[config.mk]
export PLATFORM = sky130hd
export DESIGN_NAME = lfsr_gen
export DESIGN_NICKNAME = d
export VERILOG_FILES = /design/src/rtl/lfsr_gen.sv
export SDC_FILE = /design/constraint.sdc
export NUM_CORES = 1
export LEC_CHECK = 0
export BUFFER_PORTS_ARGS = -buffer_cell sky130_fd_sc_hd__buf_2
export CELL_PAD_IN_SITES_DETAIL_PLACEMENT = 1
export CELL_PAD_IN_SITES_GLOBAL_PLACEMENT = 2
export CORE_MARGIN = 2
export CORE_UTILIZATION = 29
export DETAILED_ROUTE_END_ITERATION = 7
export GPL_TIMING_DRIVEN = 0
export HOLD_SLACK_MARGIN = 0.15
export PLACE_DENSITY_LB_ADDON = 0.1
export SLEW_MARGIN = 20
export SYNTH_ARGS = -nofsm -noshare
export SYNTH_HDL_FRONTEND = slang
export SYNTH_SLANG_ARGS = --single-unit
[constraint.sdc]
create_clock -name clk -period 2.4 [get_ports clk]
set_input_delay 0.12 -clock clk [delete_from_list [all_inputs] [get_ports clk]]
set_output_delay 0.12 -clock clk [all_outputs]
set_load 0.1 [all_outputs]
[src/rtl/lfsr_gen.sv]
// Run-time configurable LFSR engine: Fibonacci/Galois stepping, seed load,
// serial injection, all-zero lock-up recovery and period measurement.
module lfsr_gen #(
   parameter int WIDTH = 8,
   parameter logic [WIDTH-1:0] RESET_SEED = {{(WIDTH-1){1'b0}}, 1'b1}
) (
   input  logic             clk,
   input  logic             rst_n,
   input  logic             en,
   input  logic             mode,
   input  logic [WIDTH-1:0] taps,
   input  logic             load,
   input  logic [WIDTH-1:0] seed,
   input  logic             inj_en,
   input  logic             d,
   output logic [WIDTH-1:0] state,
   output logic             out_bit,
   output logic             lockup,
   output logic             period_done,
   output logic [WIDTH-1:0] period,
   output logic [WIDTH-1:0] step_cnt
);

   localparam logic [WIDTH-1:0] ONE = {{(WIDTH-1){1'b0}}, 1'b1};

   logic [WIDTH-1:0] seed_reg;
   logic             inj_bit;
   logic             fib_fb;
   logic [WIDTH-1:0] fib_next;
   logic [WIDTH-1:0] gal_next;
   logic [WIDTH-1:0] step_next;
   logic [WIDTH-1:0] cnt_inc;
   logic [WIDTH-1:0] recover_val;

   assign out_bit = state[WIDTH-1];

   // Both step flavours are computed every cycle; mode picks one at the step.
   always_comb begin
      inj_bit     = inj_en & d;
      fib_fb      = (^(state & taps)) ^ inj_bit;
      fib_next    = {state[WIDTH-2:0], fib_fb};
      gal_next    = {state[WIDTH-2:0], 1'b0} ^ (state[WIDTH-1] ? taps : '0)
                    ^ {{(WIDTH-1){1'b0}}, inj_bit};
      step_next   = mode ? gal_next : fib_next;
      cnt_inc     = (&step_cnt) ? step_cnt : step_cnt + ONE;
      recover_val = (seed_reg == '0) ? ONE : seed_reg;
   end

   // Priority: load, then lock-up recovery, then a normal step, else hold.
   always_ff @(posedge clk or negedge rst_n) begin
      if (!rst_n) begin
         state       <= RESET_SEED;
         seed_reg    <= RESET_SEED;
         step_cnt    <= '0;
         period      <= '0;
         lockup      <= 1'b0;
         period_done <= 1'b0;
      end else begin
         lockup      <= 1'b0;
         period_done <= 1'b0;
         if (load) begin
            state    <= seed;
            seed_reg <= seed;
            step_cnt <= '0;
         end else if (en) begin
            if (state == '0) begin
               state  <= recover_val;
               lockup <= 1'b1;
            end else begin
               state <= step_next;
               if (step_next == seed_reg) begin
                  period_done <= 1'b1;
                  period      <= cnt_inc;
                  step_cnt    <= '0;
               end else begin
                  step_cnt <= cnt_inc;
               end
            end
         end
      end
   end

endmodule

Word-level counts from Yosys, hierarchy flattened

Index checks and enable logic that the tools add are counted.

Bits in registers: 34
Input port bits: 23
Output and inout bits: 27
Logic and storage cells: 41

Add/subtract/negate cells: 1
Equality and inequality tests: 2
Mux-type cells: 18
Bitwise gates (word level): 7
Reduce and logical (&&, ||, !) cells: 7

Operators with widths:

| cell                                        | count |
|---|---|
| two-way mux 8 bit                           | 11 |
| zero test 8 bit                             | 2 |
| adder 8 x 1 -> 8 bit, second input constant | 1 |
| AND 8 bit                                   | 1 |
| == test 8 bit                               | 1 |
| AND reduction 8 bit                         | 1 |
| parity 8 bit                                | 1 |
| bitwise XOR 8 x 1 -> 8 bit                  | 1 |
| bitwise XOR 8 bit                           | 1 |
| two-way mux 1 bit                           | 7 |
| AND reduction 4 bit                         | 1 |
| != test 2 bit, second input constant        | 1 |
| inverter 1 bit                              | 2 |
| AND reduction 2 bit                         | 1 |
| nonzero test 2 bit                          | 1 |
| AND 1 bit                                   | 1 |
| bitwise XOR 1 bit                           | 1 |

Longest topological paths before layout

Gate-level depths: netlist (run 1).

Word-level depth: 9
Depth in mapped cells: 9
Mapped depth without buffers: 7

Least setup slack after synthesis (run 1)

OpenSTA, ideal clock, no wires.

Path kind: reg2reg
From: reg state[7]
To: reg period[0]
Library setup time: 0.125 ns
Data arrival time: 2.886 ns
Path slack: -0.611 ns
Stages on the path, launching flop included: 10
Path buffers: 2
Period minus slack after synthesis: 3.011 ns
Path through: dfrtp_1 buf_2 nand3_1 xnor2_1 nand3_1 nor4_1 inv_2 or3_1 buf_6 mux2_4

Cells in the longest elaborated chain, start to end: 6
Elaborated cells between the ends (all ways): 11
Those cells by class: eq/ne: 1; mux: 2; bitwise: 5; reduce/logical: 3

RTL lines:

| element                                                         | line   | RTL |
|---|---|---|
| from (decl)                                                     | 16     | `output logic [WIDTH-1:0] state,` |
| from (signal assigned)                                          | 67     | `state <= recover_val;` |
| from (signal assigned)                                          | 70     | `state <= step_next;` |
| AND 8 bit or two-way mux 8 bit (tied branches)                  | 40, 42 |  |
| parity 8 bit or bitwise XOR 8 bit (tied branches)               | 40, 42 |  |
| bitwise XOR 1 bit or bitwise XOR 8 x 1 -> 8 bit (tied branches) | 40, 43 |  |
| two-way mux 8 bit                                               | 44     | `step_next = mode ? gal_next : fib_next;` |
| == test 8 bit                                                   | 71     | `if (step_next == seed_reg) begin` |
| AND reduction 4 bit (no line) *                                 | n/a    |  |
| to (signal assigned)                                            | 73     | `period <= cnt_inc;` |
| to (decl)                                                       | 20     | `output logic [WIDTH-1:0] period,` |

Mark *: on every way between the ends. The rest lies on a longest branch, timed or not.
A chain may end at the register's enable or synchronous reset.

Worst setup path after layout (run 1)

From: reg state[7]
To: reg period[4]

The elaborated chain is that of the path after synthesis.

==> metrics.yaml, run 1 <==
status:
  status: "finished, violations left"
  violations: "negative setup slack"
clock_network:
  cts-buffers-inserted: 5
  cts_max_level: 2
  clockBufferDepth: 2
  cts_num_sinks: 34
  clkLatencyLatePin_ns: 0.30
  cts_tree: "built"
  cts.clk_slew.worst_paths_ns: 0.07
  root_buffer: "clkbuf_8"
final_layout:
  fin_nets: 344
  drive_gt1_share_pct: 35.20
  stdcell_count: 420
  area_delta_synth_final_pct: 39.70
  num_antenna_cells: 0
power:
  power_leakage_nw: 1.367
  powerDensity_mw_per_mm2: 661.9
  total_power_mw: 1.982
  irDropWorstVdd_v: 0.0002479
setup_path:
  cp-end-kind: "flip-flop"
  path_delay_family: "simple AND/OR/NAND/NOR gates"
  rrSetupSlack_ns: -0.03
  worstPathArrival_ns: 2.61
  crit_chain: "buf_8, nand3_4, xor2_2, xnor2_1, nor4_2, buf_4, inv_6, or3_4, buf_8, mux2_4"
  max_stage_delay_ns: 0.54
  cp.required_ns: 2.59
  crit_fanout: 6
  critPathLaunchType: "flip-flop"
  crit_buf_inv: 4
  worst_path_max_delay_cell: "dfrtp_4"
  crit_top_cell: "buf_8"
  crit_type: "flip-flop to flip-flop"
drt:
  first_pass_iters: 4
  dr_wl_met2_um: 3676
  wl_per_cell_um: 16.34
  wl_met1_um: 2903
  top_layer: "met4"
  via_count: 2032
  ant_nets: 0
  drtIter0Drc: 30
  drcViolationCount: 0
  vias_per_cell: 4.838
  routed_wl_um: 6861
  wl_met3_um: 189
floorplanning:
  start_util_pct: 29.71
  core_mm2: 0.007214
  std_cell_rows: 31
  die_h_um: 89.97
  die_w_um: 89.97
  dieArea_mm2: 0.008095
  io_pins: 50
placement:
  io_buffers: 49
  dp.cells: 389
  pre_cts_ws_ns: -0.2334
  gp_congestion: 0.7351
  hpwl_um: 4741
timing:
  fin_crit_sh_pct: 101.1
  drv_slew: 0
  rsz0062_at_grt: "true"
  worstMarginPinSlew_ns: 0.8085
  worst_clock_skew_ns: 0.009001
  fmax_mhz: 412.3
  relSlewSlack_pct: 46.10
  finalHoldViolations: 0
  layout_min_cycle_time_ns: 2.426
  setup_slack_ns: -0.02562
  setup_viol: 7
hold_path:
  hp-class: "primary input to flip-flop"
synthesis:
  synth-edff-count: 0
  yosysWarningCount: 0
  syn_nets: 265
  ys_ff_latch: 34
  yosys.cell_types.count: 41
  netlist_area_mm2: 0.002143
  avgSynthCellArea_um2: 8.893
  synthCells: 241
  synth_ff_type: "dfrtp_1"
  async_flop_share_pct: 100.0
  synth_seq_area_share_pct: 39.81
global_routing:
  grt_pass1_vias: 2160
  grt_pass1_wl_um: 11230
  grt_use_total_pct: 17.64
  antenna_found_initial: 0
  grt_max_degree: 35
  gr-total-overflow: 0
run:
  max_cap_viol_count: 0
-- cell usage after synthesis, types with 2 or more instances --
library cell  number  share of area [%]
nor3_1             5                1.2
or2_2              2               0.58
o22ai_1            3               0.88
nor4_1             5                1.5
nand3_1           14                3.3
dfstp_2            2                2.5
buf_2              2               0.47
xnor2_1           18                7.4
clkbuf_1           8                1.4
o211ai_1           8                2.8
nor2_1            11                1.9
a31oi_1            3               0.88
and2_1             2               0.58
and4_1             2               0.82
o31ai_1            2               0.70
xor2_1            12                4.9
nand2_1           37                6.5
o21ai_0           25                5.8
xnor2_2            2                1.5
nor2b_1            4                1.2
a21oi_1            5                1.2
mux2_4             7                4.9
dfrtp_1           32                 37
nand2b_1           3               0.88
inv_1             11                1.9
-- kinds of logic after synthesis --
| family | count (synthesis) | synth area share [%] |
|---|---|---|
| DFF | 34 | 39.81 |
| AOI/OAI and AO/OA | 49 | 13.43 |
| and+or+nand+nor | 90 | 19.97 |
| xor gates and xnor gates | 33 | 14.83 |
| muxes | 10 | 6.538 |
| buffers and inverters | 24 | 4.845 |
| adders and majority gates | 1 | 0.5837 |
-- worst reg2reg max path, cell delays in order (launching register included) --
cell,delay [ns]
dfrtp_4,0.54
buf_8,0.16
nand3_4,0.06
xor2_2,0.17
xnor2_1,0.11
nor4_2,0.28
buf_4,0.18
inv_6,0.03
or3_4,0.35
buf_8,0.15
mux2_4,0.29
-- worst paths after layout --
kind,from,to,cells past startpoint
max in group asynchronous,rst_n,state[7],2
worst max register to register,state[7],period[4],10
worst max-delay path,state[7],period[4],10
worst min register to register,period[5],period[5],1
worst min-delay path,en,state[0],4
min in group asynchronous,rst_n,period[2],2
-- metal layers --
layer  up-vias  global-route usage [%]
met2        34                   32.89
met4         0                   3.462
met5         -                       0
met1      1005                   20.61
li1        985                       -
met3         8                   4.275
-- final cells by class --
cell class,instances,area (um^2)
plain buffers,12,73.82
clock buffers,7,86.33
clock inverters,1,30.03
fillers,863,4220
inverters,12,50.05
multi-input cells,183,1284
flip-flops and latches,34,875.8
well taps,99,123.9
repair buffers,72,470.5
-- through the flow --
stage / hold slack, ns / util (%) / TNS [ns] / cell area [um^2]
2_1_floorplan: -0.1756 / - / -0.7637 / 2181
6_report: 0.2702 / 41.50 / -0.1195 / 2994
5_1_grt: 0.2945 / 41.50 / -0.7042 / 2994
4_1_cts: 0.2739 / 40.69 / -0.2495 / 2935
3_5_place_dp: 0.2684 / 35.35 / -2.032 / 2550
3_3_place_gp: 0.2578 / 35.35 / -2.052 / 2550
-- cell usage in the layout (no fill, tap or decap), types with 3 or more instances in the layout --
cell type and count:
xnor2_2 3, dfrtp_4 4, o22ai_1 3, nor4_1 3, a31oi_1 3, o211ai_1 8
xor2_1 10, xnor2_1 17, o21ai_0 24, nor2b_1 4, nand3_1 10, dfrtp_2 3
nand3_2 3, nor3_1 3, nor2_1 11, clkbuf_8 6, dfrtp_1 25, nand2b_1 3
dlygate4sd3_1 10, a21oi_1 4, clkbuf_1 8, nand2_1 36, buf_4 11, inv_1 11
buf_2 50, mux2_4 7
-- what timing repair did --
action | in CTS | in global routing
resized for setup | 14 | 12
pin swaps | 2 | 9
hold endpoints to repair | 49 | 0
gates cloned | 2 | 0
setup buffers | 9 | 2
hold buffers | 10 | 0
endpoints found under the setup margin | 12 | 14
-- power by group --
| group | switching (mW) | internal, mW |
|---|---|---|
| clock | 0.242 | 0.339 |
| sequential | 0.0552 | 0.623 |
| combinational | 0.468 | 0.255 |
(Power assumes the default switching activity.)
==> inputs of run 2 (changes only) <==
- BUFFER_PORTS_ARGS: -buffer_cell sky130_fd_sc_hd__buf_2 -> default
- CORE_UTILIZATION: 29 -> 30
- DONT_BUFFER_PORTS: default -> 1
==> run 2 against run 1 <==
The flow still finishes with violations (negative setup slack). Sequential cell count did not move. Register-to-register slack got worse by 0.20 ns. Global-route usage rose by 0.88 points. Setup slack got worse by 0.20 ns. Utilization rose by 1.5 points. Critical path type unchanged. Critical path depth fell by 2. Cell area fell by 1.3%. Sequential power rose by 32%. Fmax fell by 7.6%. Die area fell by 3.2%. Clock skew rose by 0.00086 ns. Non-clock buffer count fell by 45.
==> metrics.yaml, run 2 (synthesized netlist as in run 1, its figures left out) <==
status:
  status: "finished, violations left"
  violations: "negative setup slack"
placement:
  io_buffers: 0
  placed_area_mm2: 0.002301
  hpwl_um: 4706
  dp.cells: 337
  gp_congestion: 0.7627
final_layout:
  register_area_um2: 897.1
  final_common_cell: "nand2_1"
  fill_cells: 809
  post-route-util_pct: 43.01
  stdcell_count: 372
  area_delta_synth_final_pct: 37.83
  final_cell_mix: "36 x nand2_1, 24 x o21ai_0, 18 x dfrtp_1, 12 x buf_4"
  num_antenna_cells: 0
  multi_input_area_mm2: 0.001439
  drive_gt1_share_pct: 32.61
  fin_nets: 299
  fin_area_mm2: 0.002954
drt:
  routed_wl_um: 6873
  drcViolationCount: 0
  drtIter0Drc: 78
  wl_per_cell_um: 18.48
  dr_wl_met2_um: 2894
  vias_per_cell: 4.995
  top_layer: "met4"
  wl_met1_um: 3597
  via_count: 1858
  first_pass_iters: 4
  wl_met3_um: 334
  ant_nets: 0
setup_path:
  r2r_cells: 8
  cp.required_ns: 2.57
  worstPathArrival_ns: 2.80
  rrSetupSlack_ns: -0.23
  crit_type: "flip-flop to flip-flop"
  crit_fanout: 8
  critPathLaunchType: "flip-flop"
  r2r-end: "period[4]"
  cp-end-kind: "flip-flop"
  rr_startpoint: "state[7]"
timing:
  finalHoldViolations: 0
  worst_clock_skew_ns: 0.009860
  setup_viol: 14
  layout_min_cycle_time_ns: 2.626
  worstMarginPinSlew_ns: 1.039
  fin_crit_sh_pct: 109.4
  setup_slack_ns: -0.2260
  drv_slew: 0
  rsz0062_at_grt: "true"
  hold_slack_ns: 0.2460
  fmax_mhz: 380.8
  relSlewSlack_pct: 30.74
power:
  powerDensity_mw_per_mm2: 691.2
  power_leakage_nw: 1.221
  irDropWorstVdd_v: 0.0002635
global_routing:
  grt_pass1_vias: 1970
  antenna_found_initial: 0
  grt_use_total_pct: 18.53
  grt_pass1_wl_um: 10800
  grt_max_degree: 35
  gr-total-overflow: 0
hold_path:
  hp-class: "primary input to flip-flop"
  min-delay-start: "taps[0]"
  hold_depth: 3
  holdPathEnd: "state[0]"
floorplanning:
  core_mm2: 0.006869
  start_util_pct: 31.20
  die_w_um: 88.53
  io_pins: 50
  dieArea_mm2: 0.007837
  std_cell_rows: 30
  die_h_um: 88.53
clock_network:
  cts.clk_slew.worst_paths_ns: 0.08
  cts_num_sinks: 34
  clkLatencyLatePin_ns: 0.29
  cts_tree: "built"
  cts-buffers-inserted: 5
  cts_max_level: 2
  clockBufferDepth: 2
  root_buffer: "clkbuf_8"
run:
  max_cap_viol_count: 0
## run 2: worst max-delay path, stage by stage (launching register included)
cell and delay (ns):
dfrtp_4 0.68, buf_8 0.19, nand3_4 0.08, xnor2_2 0.18
nand3_2 0.11, nor4_4 0.34, inv_2 0.11, or3_4 0.47
mux2_4 0.32
## run 2: routing by layer
layer  up-vias  global-route usage [%]
met5         -                       0
met2        41                   25.97
met4         0                   3.719
met1       921                   28.39
met3         5                   5.037
li1        891                       -
## run 2: worst max path at each step
stage                         from        end  depth (start not counted)
after detailed placement  state[6]  period[4]                          8
after global placement    state[6]  period[7]                          8
after floorplan           state[0]  period[0]                          8
final                     state[7]  period[4]                          8
after CTS                 state[7]  period[4]                          9
after global routing      state[7]  period[4]                          8
## run 2: layout make-up
cell class,count,area share [%]
Tap cell,96,4.066
Multi-Input combinational cell,183,48.71
Sequential cell,34,30.37
Clock buffer,5,2.330
Buffer,11,1.991
Clock inverter,3,1.355
Timing Repair Buffer,28,9.657
Inverter,12,1.525
## run 2: timing repair
item,in CTS,in global routing
pin swaps,8,11
gates cloned,1,0
setup buffers,8,7
hold buffers,12,0
endpoints found under the hold margin,54,0
setup endpoints to repair,17,20
gates resized for setup,27,31
## run 2: report_power, final
group / internal [mW] / total [mW] / switching, mW
combinational: 0.311 / 0.605 / 0.294
sequential: 0.626 / 0.898 / 0.272
clock: 0.306 / 0.538 / 0.232
## run 2: stage by stage
step	total power [mW]	setup WS, ns	TNS (ns)
after global placement	1.243	-0.4431	-5.336
after floorplan	1.163	-0.1091	-0.7637
after global routing	2.142	-0.3426	-3.669
after detailed placement	1.244	-0.4197	-4.928
final	2.042	-0.2260	-2.061
after CTS	1.940	-0.2172	-2.377
